[src/rtl/chan_arbiter.sv]
// chan_arbiter
//   Round-robin poller for NCH channel output FIFOs sharing one
//   give/have/data bus. It grants one channel at a time and copies exactly one
//   block (a control word holding length L in bits 8:0, then L data words) into
//   a single registered 16-bit output stream. It also checks block framing and
//   closes stalled blocks with a filler word.
//
// Ports
//   clk        125 MHz clock, same as the channel FIFO read clock
//   reset      asynchronous, active-high
//   chmask     per-channel skip mask (1 = channel is never polled)
//   give       one-hot request to the channel; at most one bit is set
//   have       per-channel acknowledge, combinational from give
//   data       shared bus word, valid in the cycle where give&have is set
//   afull      downstream FIFO is nearly full; only blocks new grants
//   dout       output word
//   dvalid     dout write strobe (one clock after the word was taken)
//   blk_done   1-clk pulse with the last word of a good block
//   err_frame  1-clk pulse on a framing error
//   err_tmo    1-clk pulse when a block stalls for 2**TMOBITS-1 clocks
//   cur_ch     channel currently granted, zero-extended (0 while idle)
module chan_arbiter #(
  parameter int unsigned NCH     = 16,
  parameter int unsigned TMOBITS = 8
) (
  input  logic              clk,
  input  logic              reset,
  input  logic [NCH-1:0]    chmask,
  output logic [NCH-1:0]    give,
  input  logic [NCH-1:0]    have,
  input  logic [15:0]       data,
  input  logic              afull,
  output logic [15:0]       dout,
  output logic              dvalid,
  output logic              blk_done,
  output logic              err_frame,
  output logic              err_tmo,
  output logic [5:0]        cur_ch
);

  localparam int unsigned PW = (NCH > 1) ? $clog2(NCH) : 1;
  // Last stalled cycle before the timeout fires: count runs 0 .. 2**TMOBITS-2.
  localparam logic [TMOBITS-1:0] TMO_LAST = {{(TMOBITS-1){1'b1}}, 1'b0};

  typedef enum logic [1:0] {ST_SEL, ST_CW, ST_DATA} state_t;

  state_t               state_q, state_d;
  logic [PW-1:0]        ptr_q, ptr_d;
  logic [8:0]           rem_q, rem_d;
  logic [TMOBITS-1:0]   tmo_q, tmo_d;
  logic [15:0]          dout_q, dout_d;
  logic                 dvalid_q, dvalid_d;
  logic                 blk_done_q, blk_done_d;
  logic                 err_frame_q, err_frame_d;
  logic                 err_tmo_q, err_tmo_d;

  logic [PW-1:0]        ptr_inc;
  logic                 have_cur;
  logic                 mask_cur;

  assign ptr_inc  = (ptr_q == PW'(NCH - 1)) ? '0 : ptr_q + 1'b1;
  assign have_cur = have[ptr_q];
  assign mask_cur = chmask[ptr_q];

  // give and cur_ch are decoded straight from the state register, so they
  // clear together with it on reset and never glitch against have.
  always_comb begin
    give   = '0;
    cur_ch = '0;
    if (state_q != ST_SEL) begin
      give[ptr_q] = 1'b1;
      cur_ch      = 6'(ptr_q);
    end
  end

  always_comb begin
    state_d     = state_q;
    ptr_d       = ptr_q;
    rem_d       = rem_q;
    tmo_d       = tmo_q;
    dout_d      = dout_q;
    dvalid_d    = 1'b0;
    blk_done_d  = 1'b0;
    err_frame_d = 1'b0;
    err_tmo_d   = 1'b0;
    case (state_q)
      ST_SEL: begin
        if (!afull) begin
          if (mask_cur) ptr_d   = ptr_inc;
          else          state_d = ST_CW;
        end
      end
      ST_CW: begin
        if (!have_cur) begin
          ptr_d   = ptr_inc;
          state_d = ST_SEL;
        end else if (data[15]) begin
          dout_d   = data;
          dvalid_d = 1'b1;
          rem_d    = data[8:0];
          tmo_d    = '0;
          if (data[8:1] == '0) begin
            // L of 0 or 1 cannot frame a block: pass it on, flag it, move on.
            err_frame_d = 1'b1;
            ptr_d       = ptr_inc;
            state_d     = ST_SEL;
          end else begin
            state_d = ST_DATA;
          end
        end else begin
          // Stray data word while hunting for a control word: it is consumed
          // by the bus anyway, so drop it and keep draining this channel.
          err_frame_d = 1'b1;
        end
      end
      ST_DATA: begin
        if (have_cur) begin
          dout_d      = {1'b0, data[14:0]};
          dvalid_d    = 1'b1;
          err_frame_d = data[15];
          rem_d       = rem_q - 1'b1;
          tmo_d       = '0;
          if (rem_q == 9'd1) begin
            blk_done_d = 1'b1;
            ptr_d      = ptr_inc;
            state_d    = ST_SEL;
          end
        end else if (tmo_q == TMO_LAST) begin
          err_tmo_d = 1'b1;
          dout_d    = 16'h7FFF;
          dvalid_d  = 1'b1;
          ptr_d     = ptr_inc;
          state_d   = ST_SEL;
        end else begin
          tmo_d = tmo_q + 1'b1;
        end
      end
      default: state_d = ST_SEL;
    endcase
  end

  always_ff @(posedge clk or posedge reset) begin
    if (reset) begin
      state_q     <= ST_SEL;
      ptr_q       <= '0;
      rem_q       <= '0;
      tmo_q       <= '0;
      dout_q      <= '0;
      dvalid_q    <= 1'b0;
      blk_done_q  <= 1'b0;
      err_frame_q <= 1'b0;
      err_tmo_q   <= 1'b0;
    end else begin
      state_q     <= state_d;
      ptr_q       <= ptr_d;
      rem_q       <= rem_d;
      tmo_q       <= tmo_d;
      dout_q      <= dout_d;
      dvalid_q    <= dvalid_d;
      blk_done_q  <= blk_done_d;
      err_frame_q <= err_frame_d;
      err_tmo_q   <= err_tmo_d;
    end
  end

  assign dout      = dout_q;
  assign dvalid    = dvalid_q;
  assign blk_done  = blk_done_q;
  assign err_frame = err_frame_q;
  assign err_tmo   = err_tmo_q;

endmodule

[config.mk]
export PLATFORM = sky130hd
export DESIGN_NAME = chan_arbiter
export DESIGN_NICKNAME = d
export VERILOG_FILES = /design/src/rtl/chan_arbiter.sv
export SDC_FILE = /design/constraint.sdc
export NUM_CORES = 1
export LEC_CHECK = 0
export CAP_MARGIN = 20
export CORE_MARGIN = 1
export CORE_UTILIZATION = 42
export CTS_BUF_LIST = sky130_fd_sc_hd__clkbuf_4
export DETAILED_ROUTE_END_ITERATION = 6
export HOLD_SLACK_MARGIN = 0.15
export PLACE_DENSITY = 0.78
export REMOVE_ABC_BUFFERS = 1
export SLEW_MARGIN = 40
export SYNTH_ARGS = -nofsm -noshare
export SYNTH_HDL_FRONTEND = slang
export SYNTH_SLANG_ARGS = --single-unit
[constraint.sdc]
create_clock -name clk -period 2.1 [get_ports clk]
set_input_delay 0.42 -clock clk [delete_from_list [all_inputs] [get_ports clk]]
set_output_delay 0.42 -clock clk [all_outputs]
set_load 0.005 [all_outputs]
After elaboration in Yosys (flattened, before gate mapping):

Cells that the tools add are included.

* add/sub/neg operators: 3
* magnitude comparators: 2
* equality and inequality tests: 16
* muxes and demuxes: 56
* reductions and logical operators: 11

Operators with widths (number)
* $mux W16: 5
* $mux W4: 10
* $mux W8: 4
* $pmux W16 S2: 1
* $mux W9: 3
* $pmux W9 S2: 1
* $mux W1: 16
* $mux W2: 8
* $pmux W8 S2: 1
* $ne A3 B3 Y1 const B: 5
* $ne A2 B2 Y1 const B: 6
* $pmux W4 S3: 1
* $reduce_and A4 Y1: 3
* $eq A9 B1 Y1 const B: 1
* $sub A9 B1 Y9 const B: 1
* $add A8 B1 Y8 const B: 1
* $bmux W1 S4: 2
* $eq A8 B8 Y1 const B: 1
* $logic_not A8 Y1: 1
* $reduce_and A7 Y1: 1
* $pmux W2 S3: 1
* $lt A4 B5 Y1 const B: 1
* $reduce_and A5 Y1: 1
* $add A4 B1 Y4 const B: 1
* 10 further kinds: 12

* bits in registers: 43
* input bits: 51
* output and inout port bits: 42
* logic and storage cells: 97

Logic depth before layout (Yosys ltp):

* depth in word-level cells: 6
* gate-level depth with buffers: 9

Worst setup path before layout:

OpenSTA, ideal clock, no wires.

* kind: flip-flop to flip-flop
* start: reg ptr_q[1]
* end: reg ptr_q[0]
* arrival: 2.108 ns
* data required time: 1.975 ns
* setup slack: -0.133 ns
* cell stages (with the launch flop): 9
* period minus slack after synthesis: 2.233 ns
* cells stage by stage: dfrtp_1 buf_6 mux4_2 a22oi_4 and2_1 buf_4 o21ai_1 nand2_1 mux2_2

* word-level cells in the longest chain between the ends: 6
* elaborated cells on any way between the ends: 21
* classes of those cells: eq/ne: 6; mux: 14; reduce/logical: 1

RTL lines
* start, declared: RTL line 48 `logic [PW-1:0] ptr_q, ptr_d;`
* start signal, assigned: RTL line 155 `ptr_q <= ptr_d;`
* branches (longest 6 deep; another with $reduce_and A7 Y1)

Several ways; the timed one is not identified. The select of a mux whose other input is x is not followed.
A chain may end at the register's enable or synchronous reset.

Worst setup path after layout:

* start: reg ptr_q[1]
* end: reg state_q[1]

* word-level cells in the longest chain between the ends: 4
* elaborated cells on any way between the ends: 12
* classes of those cells: eq/ne: 4; mux: 7; reduce/logical: 1

RTL lines
* $bmux W1 S4, on equally long branches: RTL line 62, 63
* $mux W1, on equally long branches: RTL line 62, 63
* $ne A3 B3 Y1 (no source line) (tied with other cells)
* $reduce_and A5 Y1 (no source line) / $pmux W2 S3 (equally long branches)
* end signal, assigned: RTL line 154 `state_q <= state_d;`
* end, declared: RTL line 47 `state_t state_q, state_d;`

Several ways; a longest one is shown, not always the timed one. The select of a mux whose other input is x is not followed.

==> reports/results.tsv <==
metric	value	unit
clk_latency	0.37	ns
antenna_left	0	
htree_num_levels	2	
worstMarginPinSlew	0.5576	ns
finalCritPeriodShare	1.096	
via_per_inst	5.861	
register_area	1081	um2
whs	0.4841	ns
cap_violations	0	
yosys_warnings	0	
layout_common_cells	clkdlybuf4s50_1 (70), buf_4 (49), dfrtp_1 (39), o22a_1 (16), nand2_1 (14)	
die_area	6665	um2
crit_fanout	5	
grt-ovfl-total	0	
num_antenna_cells	0	
ys_seq_area_frac	0.4039	
violations	negative setup slack	
rsz0062_at_grt	true	
drive_gt1_frac	0.3863	
crit_arrival	2.55	ns
final_common_cell	clkdlybuf4s50_1	
power_density	1538	nW/um2
finalNonFillerCells	497	
cts_made_buffers	5	
die_x	81.64	um
final_area	4633	um2
drtIter0Drc	224	
io_pins	93	
worst_slack	-0.2006	ns
p_int	4.193	mW
pre_cts_slack	-0.4853	ns
final_nets	484	
cts_buffer_depth	2	
cp_data_required_time	2.35	ns
num_vias	2913	
path_delay_family	multiplexers	
hpwl	5616	um
clk_pin_slew	0.13	ns
cts_hold_buf	0	
nFillCells	365	
relSlewSlack	0.6283	
dieHeight	81.64	um
swShare	0.4115	
multi_input_area	1777	um2
status	complete, but fails checks	
critPathKind	flop to flop	
first_pass_iters	6	
period_minus_slack	2.301	ns
synth_cells	266	
crit_slowest_cell	mux4_2	
finalWirelength	10160	um
ys_seq_elements	43	
max_stage_delay	0.54	ns
place.port_buffers	90	
start_kind	flop	
grt_first_pass_wirelength	13870	um
end_kind	flop	
placed_cells	464	
wire_per_inst	20.44	um
antenna_found_initial	0	
fmax	0.4347	GHz
hp-class	primary input to async pin	
cts_tree	done	
p_clk_frac	0.073	
synth-main-ff-cell	dfrtp_1	
clockRootBuffer	clkbuf_4	
finClkSkew	0.01723	ns
fin_tns_setup	-4.285	ns
clkSinkCount	43	
combPwrFrac	0.708	
start_util	0.4421	
power_switching	2.932	mW
globalplace.congestion	0.8351	
synth_enable_flop_cells	0	
area_growth	73.93	%
grt_pass1_vias	2719	
final_util	0.7689	
syn_area_per_cell	10.01	um2
ir_drop	0.9886	mV
seqPwrFrac	0.219	
place_area	3949	um2
synth.distinct_cells	53	
power_leakage	2.008	nW
core_area	6026	um2
setup_violations	35	
netlist_area	2664	um2
synthArstFlopShare	1.000	
drc_errors	0	
final-max-slew-violation-count	0	
worstPathBufferInverterCount	1	
hold_viol_final	0	
finalPower	7.125	mW
crit_path_cell_trace	buf_12, mux4_2, a22oi_4, o2111ai_2, a21boi_2, a21oi_2, mux2_4	
rows	28	
grt_max_degree	44	
track_usage	0.2776	
[cell families after synthesis]
group | synth area share
fa+ha+maj | 0.05636
xor+xnor | 0.009866
buf+inv | 0.05402
mux | 0.09535
flops | 0.4039
simple gates | 0.1827
other cells | 0.001408
compound gates | 0.1963
[cell type report]
cell class | instances | area share
multi-input cells | 196 | 0.3835
repair buffers | 161 | 0.3335
flip-flops and latches | 43 | 0.2333
well taps | 75 | 0.02025
inverters | 14 | 0.01296
clock inverters | 3 | 0.008372
clock buffers | 5 | 0.008102
[what timing repair did]
action | 4_1_cts | 5_1_grt
hold endpoints to repair | 0 | 0
pin swaps | 44 | 16
endpoints found under the setup margin | 60 | 44
buffers inserted | 18 | 8
resized for setup | 90 | 54
cloned | 2 | 1
[flip-flops by register name (all words and copies together), names as in the netlist]
signal / flops
state_q: 2
err_frame: 1
ptr_q: 4
tmo_q: 8
dvalid: 1
err_tmo: 1
blk_done: 1
rem_q: 9
dout: 16
[power groups by stage]
stage / Combinational, mW / Clock, mW / Sequential, mW
after CTS: 4.41 / 0.525 / 1.52
after global routing: 5.34 / 0.558 / 1.60
after global placement: 3.26 / 0 / 1.58
final: 5.04 / 0.522 / 1.56
after floorplan: 1.66 / 0 / 1.57
after detailed placement: 3.34 / 0 / 1.59
[synth_stat cells, drive strengths merged (3+ instances only)]
cell | instances | share of area
and2 | 11 | 0.026
nor3 | 7 | 0.013
nor4 | 3 | 0.0070
nor3b | 3 | 0.0085
ha | 12 | 0.056
mux2i | 4 | 0.015
dfrtp | 43 | 0.40
and3 | 14 | 0.033
a31oi | 3 | 0.0070
o22a | 16 | 0.053
nand3 | 7 | 0.013
o22ai | 4 | 0.0094
mux4 | 8 | 0.068
mux2 | 3 | 0.013
nor2 | 17 | 0.024
buf | 10 | 0.027
nand2 | 17 | 0.025
inv | 13 | 0.018
o221a | 4 | 0.017
nor2b | 4 | 0.0094
o21ai | 13 | 0.024
a21oi | 15 | 0.030
clkbuf | 5 | 0.0070
[routing by layer]
metal	routed length (um)	GRT usage	up-vias
met1	4214	0.3725	1477
met4	197	0.07544	0
met5	0	0	-
li1	-	-	1294
met2	5291	0.4525	122
met3	455	0.05889	20
[worst register-to-register path: stages (launching register included)]
cell	delay, ns
dfrtp_2	0.41
buf_12	0.13
mux4_2	0.54
a22oi_4	0.28
o2111ai_2	0.19
a21boi_2	0.21
a21oi_2	0.14
mux2_4	0.31
[worst paths after layout]
path | startpoint | endpoint | slack (ns) | depth (start not counted)
setup / recovery | ptr_q[1] | state_q[1] | -0.20 | 7
min in group clk | dout[0] | dout[0] | 0.52 | 1
hold reg to reg | dout[0] | dout[0] | 0.52 | 1
max in group asynchronous | reset | ptr_q[3] | 1.20 | 3
setup reg to reg | ptr_q[1] | state_q[1] | -0.20 | 7
hold / removal | reset | dout[10] | 0.48 | 3
(Power assumes the default switching activity.)
